## src/rtl/bcd2bin_seq_ctrl.sv

```systemverilog
// Multi-cycle BCD-to-binary converter: one reverse double-dabble step per clock,
// with valid/ready handshakes on the input and output sides.
module bcd2bin_seq_ctrl #(
    parameter int DIGITS = 4,
    parameter int BIN_W  = 14,
    parameter int OUT_W  = 16
) (
    input  logic                  clk,
    input  logic                  rst,
    input  logic                  in_valid,
    output logic                  in_ready,
    input  logic [4*DIGITS-1:0]   bcd_in,
    output logic                  out_valid,
    input  logic                  out_ready,
    output logic [OUT_W-1:0]      binary_out,
    output logic                  bad_digit,
    output logic                  busy
);

    localparam int BCD_W = 4 * DIGITS;
    localparam int SH_W  = BCD_W + BIN_W;
    localparam int CNT_W = $clog2(BIN_W + 1);

    typedef enum logic [1:0] {
        IDLE,
        SHIFT,
        DONE
    } state_t;

    state_t             state_q, state_d;
    logic [SH_W-1:0]    shifter_q, shifter_d;
    logic [CNT_W-1:0]   cnt_q, cnt_d;
    logic               err_q, err_d;
    logic               out_valid_q, out_valid_d;
    logic [OUT_W-1:0]   binary_q, binary_d;
    logic               bad_q, bad_d;

    logic [SH_W-1:0]    step_val;
    logic               in_bad;

    // One reverse double-dabble step: halve, then pull each BCD nibble back into range.
    always_comb begin
        step_val = shifter_q >> 1;
        for (int d = 0; d < DIGITS; d++) begin
            if (step_val[BIN_W + 4*d +: 4] >= 4'd8) begin
                step_val[BIN_W + 4*d +: 4] = step_val[BIN_W + 4*d +: 4] - 4'd3;
            end
        end
    end

    always_comb begin
        in_bad = 1'b0;
        for (int d = 0; d < DIGITS; d++) begin
            if (bcd_in[4*d +: 4] > 4'd9) begin
                in_bad = 1'b1;
            end
        end
    end

    // NOTE: every signal gets its hold value first so no path through the case infers a latch.
    always_comb begin
        state_d     = state_q;
        shifter_d   = shifter_q;
        cnt_d       = cnt_q;
        err_d       = err_q;
        out_valid_d = out_valid_q;
        binary_d    = binary_q;
        bad_d       = bad_q;

        case (state_q)
            IDLE: begin
                if (in_valid) begin
                    shifter_d = {bcd_in, {BIN_W{1'b0}}};
                    cnt_d     = '0;
                    err_d     = in_bad;
                    state_d   = SHIFT;
                end
            end
            SHIFT: begin
                shifter_d = step_val;
                cnt_d     = cnt_q + 1'b1;
                if (cnt_q == CNT_W'(BIN_W - 1)) begin
                    binary_d = '0;
                    if (!err_q) begin
                        binary_d[BIN_W-1:0] = step_val[BIN_W-1:0];
                    end
                    bad_d       = err_q;
                    out_valid_d = 1'b1;
                    state_d     = DONE;
                end
            end
            DONE: begin
                if (out_ready) begin
                    out_valid_d = 1'b0;
                    state_d     = IDLE;
                end
            end
            default: begin
                state_d     = IDLE;
                out_valid_d = 1'b0;
            end
        endcase
    end

    // NOTE: sequential state uses non-blocking assignments so all flops update together.
    // NOTE: every register, including the datapath, is reset so an aborted conversion leaves no trace.
    always_ff @(posedge clk or posedge rst) begin
        if (rst) begin
            state_q     <= IDLE;
            shifter_q   <= '0;
            cnt_q       <= '0;
            err_q       <= 1'b0;
            out_valid_q <= 1'b0;
            binary_q    <= '0;
            bad_q       <= 1'b0;
        end else begin
            state_q     <= state_d;
            shifter_q   <= shifter_d;
            cnt_q       <= cnt_d;
            err_q       <= err_d;
            out_valid_q <= out_valid_d;
            binary_q    <= binary_d;
            bad_q       <= bad_d;
        end
    end

    assign in_ready   = (state_q == IDLE);
    assign busy       = (state_q == SHIFT) || (state_q == DONE);
    assign out_valid  = out_valid_q;
    assign binary_out = binary_q;
    assign bad_digit  = bad_q;

endmodule

```

## config.mk

```make
export PLATFORM = sky130hd
export DESIGN_NAME = bcd2bin_seq_ctrl
export DESIGN_NICKNAME = d
export VERILOG_FILES = /design/src/rtl/bcd2bin_seq_ctrl.sv
export SDC_FILE = /design/constraint.sdc
export NUM_CORES = 1
export LEC_CHECK = 0
export ABC_AREA = 1
export ABC_CLOCK_PERIOD_IN_PS = 2900
export CAP_MARGIN = 30
export CORE_UTILIZATION = 57
export DETAILED_ROUTE_END_ITERATION = 8
export PLACE_DENSITY = 0.84
export SLEW_MARGIN = 5
export SYNTH_ARGS = -nofsm -noshare
export SYNTH_HDL_FRONTEND = slang
export SYNTH_SLANG_ARGS = --single-unit
```

## constraint.sdc

```tcl
create_clock -name clk -period 2.9 [get_ports clk]
set_input_delay 0.435 -clock clk [delete_from_list [all_inputs] [get_ports clk]]
set_output_delay 0.435 -clock clk [all_outputs]
set_load 0.02 [all_outputs]
```

## Word level (Yosys, flattened, before mapping)

Cells that the tools add are included.

- Register bits: 53
- Bits in latches: 0
- Memory bits (writable): 0
- Memory bits (read-only): 0
- Bits of input ports: 20
- Output and inout bits: 20
- Logic and storage cells: 55
- Memories kept: 0

- Add/subtract/negate cells: 5
- Multipliers: 0
- Divide/modulo/power cells: 0
- $lt $le $gt $ge: 8
- Eq/ne operators: 6
- Shift operators: 0
- Multiplexer cells: 20
- Bitwise operators: 1
- Reductions and logical operators: 8

Operators with widths:

| operator | number |
|---|---|
| case mux 30 bit (2 select lines) | 1 |
| two-way mux 30 bit | 1 |
| two-way mux 4 bit | 5 |
| greater-than comparator 4 bit (second input constant) | 4 |
| two-way mux 14 bit | 1 |
| greater-or-equal comparator 4 bit (second input constant) | 3 |
| subtractor 4 x 2 -> 4 bit (second input constant) | 3 |
| case mux 4 bit (2 select lines) | 1 |
| two-way mux 1 bit | 6 |
| two-way mux 2 bit | 3 |
| inequality test 2 bit (second input constant) | 3 |
| case mux 2 bit (3 select lines) | 1 |
| AND reduction 2 bit | 3 |
| AND reduction 3 bit | 2 |
| adder 4 x 1 -> 4 bit (second input constant) | 1 |
| == test 4 bit (second input constant) | 1 |
| greater-or-equal comparator 3 x 4 -> 1 bit (second input constant) | 1 |
| subtractor 3 x 2 -> 4 bit (second input constant) | 1 |
| case mux 1 bit (3 select lines) | 1 |
| == test 2 x 1 -> 1 bit (second input constant) | 1 |
| == test 2 bit (second input constant) | 1 |
| logical NOT 2 bit | 1 |
| nonzero test 2 bit | 1 |
| logical OR 1 bit | 1 |
| inverter 1 bit | 1 |

## Depth between registers and ports, before layout

- Depth after elaboration: 5
- Gate-level depth with buffers: 9
- Gate-level depth less buffers: 9

## Worst setup path before layout

OpenSTA, ideal clock, no wires.

- Path kind: register to register
- Start: register state_q[0]
- End: register shifter_q[26]
- Setup time: 130 ps
- Arrival time: 1316 ps
- Data required time: 2770 ps
- Slack: 1454 ps
- Cell stages (with the launch flop): 9
- Path buffers: 1
- Clock period less this slack: 1446 ps
- Cell sequence: dfrtp_1 -> inv_1 -> ha_1 -> inv_1 -> nand2_2 -> nand2_4 -> buf_6 -> o211ai_1 -> o21ai_0

- Word-level cells in the longest chain between the ends: 3
- Elaborated cells between the ends (all ways): 6
- Those cells by class: eq/ne: 2; mux: 1; reduce/logical: 3

RTL lines:

| item | RTL line | RTL |
|---|---|---|
| from (decl) | 30 | `state_t state_q, state_d;` |
| from (signal assigned) | 117 | `state_q <= state_d;` |
| logical NOT 2 bit (*) | n/a |  |
| named net in_ready | 11 | `output logic in_ready,` |
| inequality test 2 bit (no line) or nonzero test 2 bit (tied branches) | n/a |  |
| AND reduction 2 bit (no line) | n/a |  |
| to (signal assigned) | 118 | `shifter_q <= shifter_d;` |
| to (decl) | 31 | `logic [SH_W-1:0] shifter_q, shifter_d;` |

The timed path passes the listed nets; every way through them passes the cells marked *.
A chain may end at the register's enable or synchronous reset.

## Worst setup path after layout

- Start: register state_q[0]
- End: output port busy

- Word-level cells in the longest chain between the ends: 2
- Elaborated cells between the ends (all ways): 3
- Those cells by class: eq/ne: 2; reduce/logical: 1

RTL lines:

| item | RTL line | RTL |
|---|---|---|
| == test 2 x 1 -> 1 bit or == test 2 bit (tied branches) | 128 | `assign busy = (state_q == SHIFT) \|\| (state_q == DONE);` |
| logical OR 1 bit (*) | 128 |  |
| to (decl) | 17 | `output logic busy` |

Mark *: on every way between the ends. The rest lies on a longest branch, timed or not.

==> results.md <==
* Status: finished, final reports clean
* Post-CTS Setup Inserts at 0
* Full die area at between 4000 and 5000 sq um
* Nets at 365
* Power Dens Cells at between 800 and 900 nW/um^2
* Final slew viol count at 0
* Vias in the first global route at approximately 1900
* Syn Area/Cell at approximately 8.6 sq um
* Post-synthesis xor/xnor area fraction at 0%
* Startpoint types: register
* Worst Setup Slack, final at around 0.80 ns
* Pre-CTS WS at approximately 1 ns
* Count of state elements after synthesis at 52
* CP arrival at approximately 1.7 ns
* Global placement routability congestion at 0.8533
* Clk sinks at 52
* Worst-Skew Late Latency at ~0.3 ns
* CP required at around 2.5 ns
* CTS buffer count at 5
* Adder-cell area share of the yosys netlist at under 10%
* Synth unique cells at 25
* Cell count after synthesis at approximately 300
* Register area share after synthesis at about half
* Largest net degree at the start of global routing at 53
* Max Cap Viol at 0
* Worst R2R Start: state_q[1]
* Setup tns final at 0 ns
* CP Cell Sequence: inv_1 > ha_1 > clkdlybuf4s50_1
* Hold_sp: binary_out[2]
* TritonRoute pass-1 iters at 4
* Inserted Diodes at 0
* CTS Buffer Depth at 2
* Worst R2R End: binary_out[11]
* Port buffer count at 37
* Worst hold endpoint: binary_out[2]
* Type of the worst setup path: reg2out
* Area share of and/or/nand/nor cells after synthesis at a little under a fifth
* FMAX at 477.0 MHz
* First-pass GRT wire length at 8135 um
* Setup violations, final at 0
* # IOs at 40
* Worst R2R Path Depth at 7
* GR Overflow Total at 0
* Wirelength per Cell at around 12 um
* Crit share post-route at between 70 and 80%
* CP Launch Point: state_q[0]
* Starting Density at between 50% and 60%
* Crit path buffers/inverters at 2
* Drt total wl at 4706 um
* Gr usage total at between 20% and 30%
* Area grow syn2layout at 17.90%
* Hpwl dp at between 3000 and 4000 um
* Synth Area in Compound Gates at around 15%
* Worst Skew at 0.007616 ns
* WHS Path Cells at 2
* Crit path max fanout at 4
* Commonest non-fill, non-tap cell in the layout: nand2_1
* CTS tree: done
* Vias per cell at 5.197
* Worst-Margin Slew at 0.6383 ns
* Tightest hold margin at 0.4887 ns
* CTS H-tree depth at 2
* Hold Violations, Final at 0
* Slowest cell on the critical path: clkdlybuf4s50_1
* Core Area at between 4000 and 5000 sq um
* Initial antenna violation count at 0
* DR DRC count at 0
* Clock root buffer: clkbuf_8
* Largest stage delay on the critical path at just under 0.6 ns
* Die width at ~69 um
* Worst vdd ir at 0.8347 mV
* Die height at 69.18 um
* Delay-heaviest family, CP: buffers and inverters
* Crit end category: output port
* Clock slew at reported path FFs at about 0.090 ns
* Post-CTS resize count at 0
* Iteration-0 DRC count of the detailed router at 82
* Site Rows at 24
* Antenna viol nets, final at 0
* Leakage at roughly 1.5 nW
* Most frequent cells in the layout: nand2_1, dfrtp_1, inv_1, clkdlybuf4s50_1, nor2_1
* Unrepaired setup endpoints after global routing: no
* Synth Warn # at 0
* Post-synthesis mux area share at 0%
* Hold buffers post-CTS at 0
* R2R setup slack at 1.00 ns
* Share of layout cells above drive strength 1 at under 10%
* Largest family of logic cells by synthesized area: simple AND/OR/NAND/NOR gates
* Slew margin rel. at approximately 57%
* Netlist area before placement at between 2000 and 3000 sq um
* Hold/Removal Path Class: reg2reg
* Crit path time final at roughly 2.1 ns
* Vias at between 2000 and 2500
[per-stage QoR]
step	cells	area, sq um	total power (W)	util, %
2_1_floorplan	300	2576	0.002047	-
3_3_place_gp	378	2935	0.002228	67.41
6_report	386	3033	0.002710	69.66
5_1_grt	386	3033	0.002957	69.66
3_5_place_dp	378	2935	0.002288	67.41
4_1_cts	386	3033	0.002726	69.66
[cells by family after synthesis]
group / after synthesis
simple gates: 118
compound gates: 62
buf+inv: 54
flops: 52
fa+ha+maj: 12
other cells: 1
[flip-flops by register name, summed over array words and instances, names as in the netlist]
signal / flops
shifter_q: 29
binary_out: 14
cnt_q: 4
state_q: 2
bad_digit: 1
err_q: 1
out_valid: 1
[cells in the mapped netlist]
| cell type | instances | area share (%) |
|---|---|---|
| dfrtp_1 | 52 | 51 |
| o21ai_1 | 1 | 0.19 |
| nand2_2 | 2 | 0.49 |
| inv_4 | 1 | 0.24 |
| conb_1 | 1 | 0.15 |
| o22ai_1 | 14 | 3.4 |
| a31oi_1 | 7 | 1.7 |
| buf_6 | 3 | 1.3 |
| nand3_2 | 1 | 0.39 |
| o21a_1 | 1 | 0.29 |
| nor2_4 | 1 | 0.44 |
| nor2_1 | 23 | 3.4 |
| o21ai_0 | 16 | 3.1 |
| buf_4 | 3 | 0.88 |
| nand2_4 | 1 | 0.44 |
| nand2_1 | 78 | 11 |
| o211ai_1 | 2 | 0.58 |
| inv_2 | 1 | 0.15 |
| o21bai_1 | 3 | 0.88 |
| o21ai_2 | 9 | 3.1 |
| nand3_1 | 12 | 2.3 |
| buf_2 | 7 | 1.4 |
| ha_1 | 12 | 5.8 |
| a21oi_1 | 9 | 1.8 |
| inv_1 | 39 | 5.7 |
[metal layers]
layer | GRT usage [%] | vias up | wire length (um)
li1 | - | 1017 | -
met1 | 26.31 | 937 | 2095
met2 | 35.81 | 44 | 2381
met3 | 5.233 | 8 | 158
met4 | 8.163 | 0 | 70
met5 | 0 | - | 0
[worst max-delay path by stage]
stage                    endpoint  slack, ns  cells after the start
global route                 busy       0.71                      3
floorplan               bad_digit       1.21                      1
CTS                          busy       0.79                      3
finish                       busy       0.80                      3
global placement    shifter_q[20]       1.06                      7
detailed placement  shifter_q[20]       1.00                      7
[worst reg2reg max path: stages (launching register included)]
cell and delay, ns:
dfrtp_1 0.41, inv_1 0.11, ha_1 0.25, buf_4 0.31
inv_4 0.13, nor2_4 0.17, nand2_2 0.23, o21ai_0 0.23
[where the power goes]
group          internal [W]  leakage [nW]  switching [W]
logic              0.000434         0.737       0.000743
clock network      0.000193        0.0434       0.000238
registers          0.000938         0.673       0.000164
[final cells by class]
type	count	area (sq um)
Fill cell	350	1321
Sequential cell	52	1301
Multi-Input combinational cell	194	1027
Timing Repair Buffer	39	385.4
Inverter	41	156.4
Clock buffer	6	82.58
Tap cell	52	65.06
Clock inverter	2	15.01
Note: power is estimated with default switching activity, not from simulation.
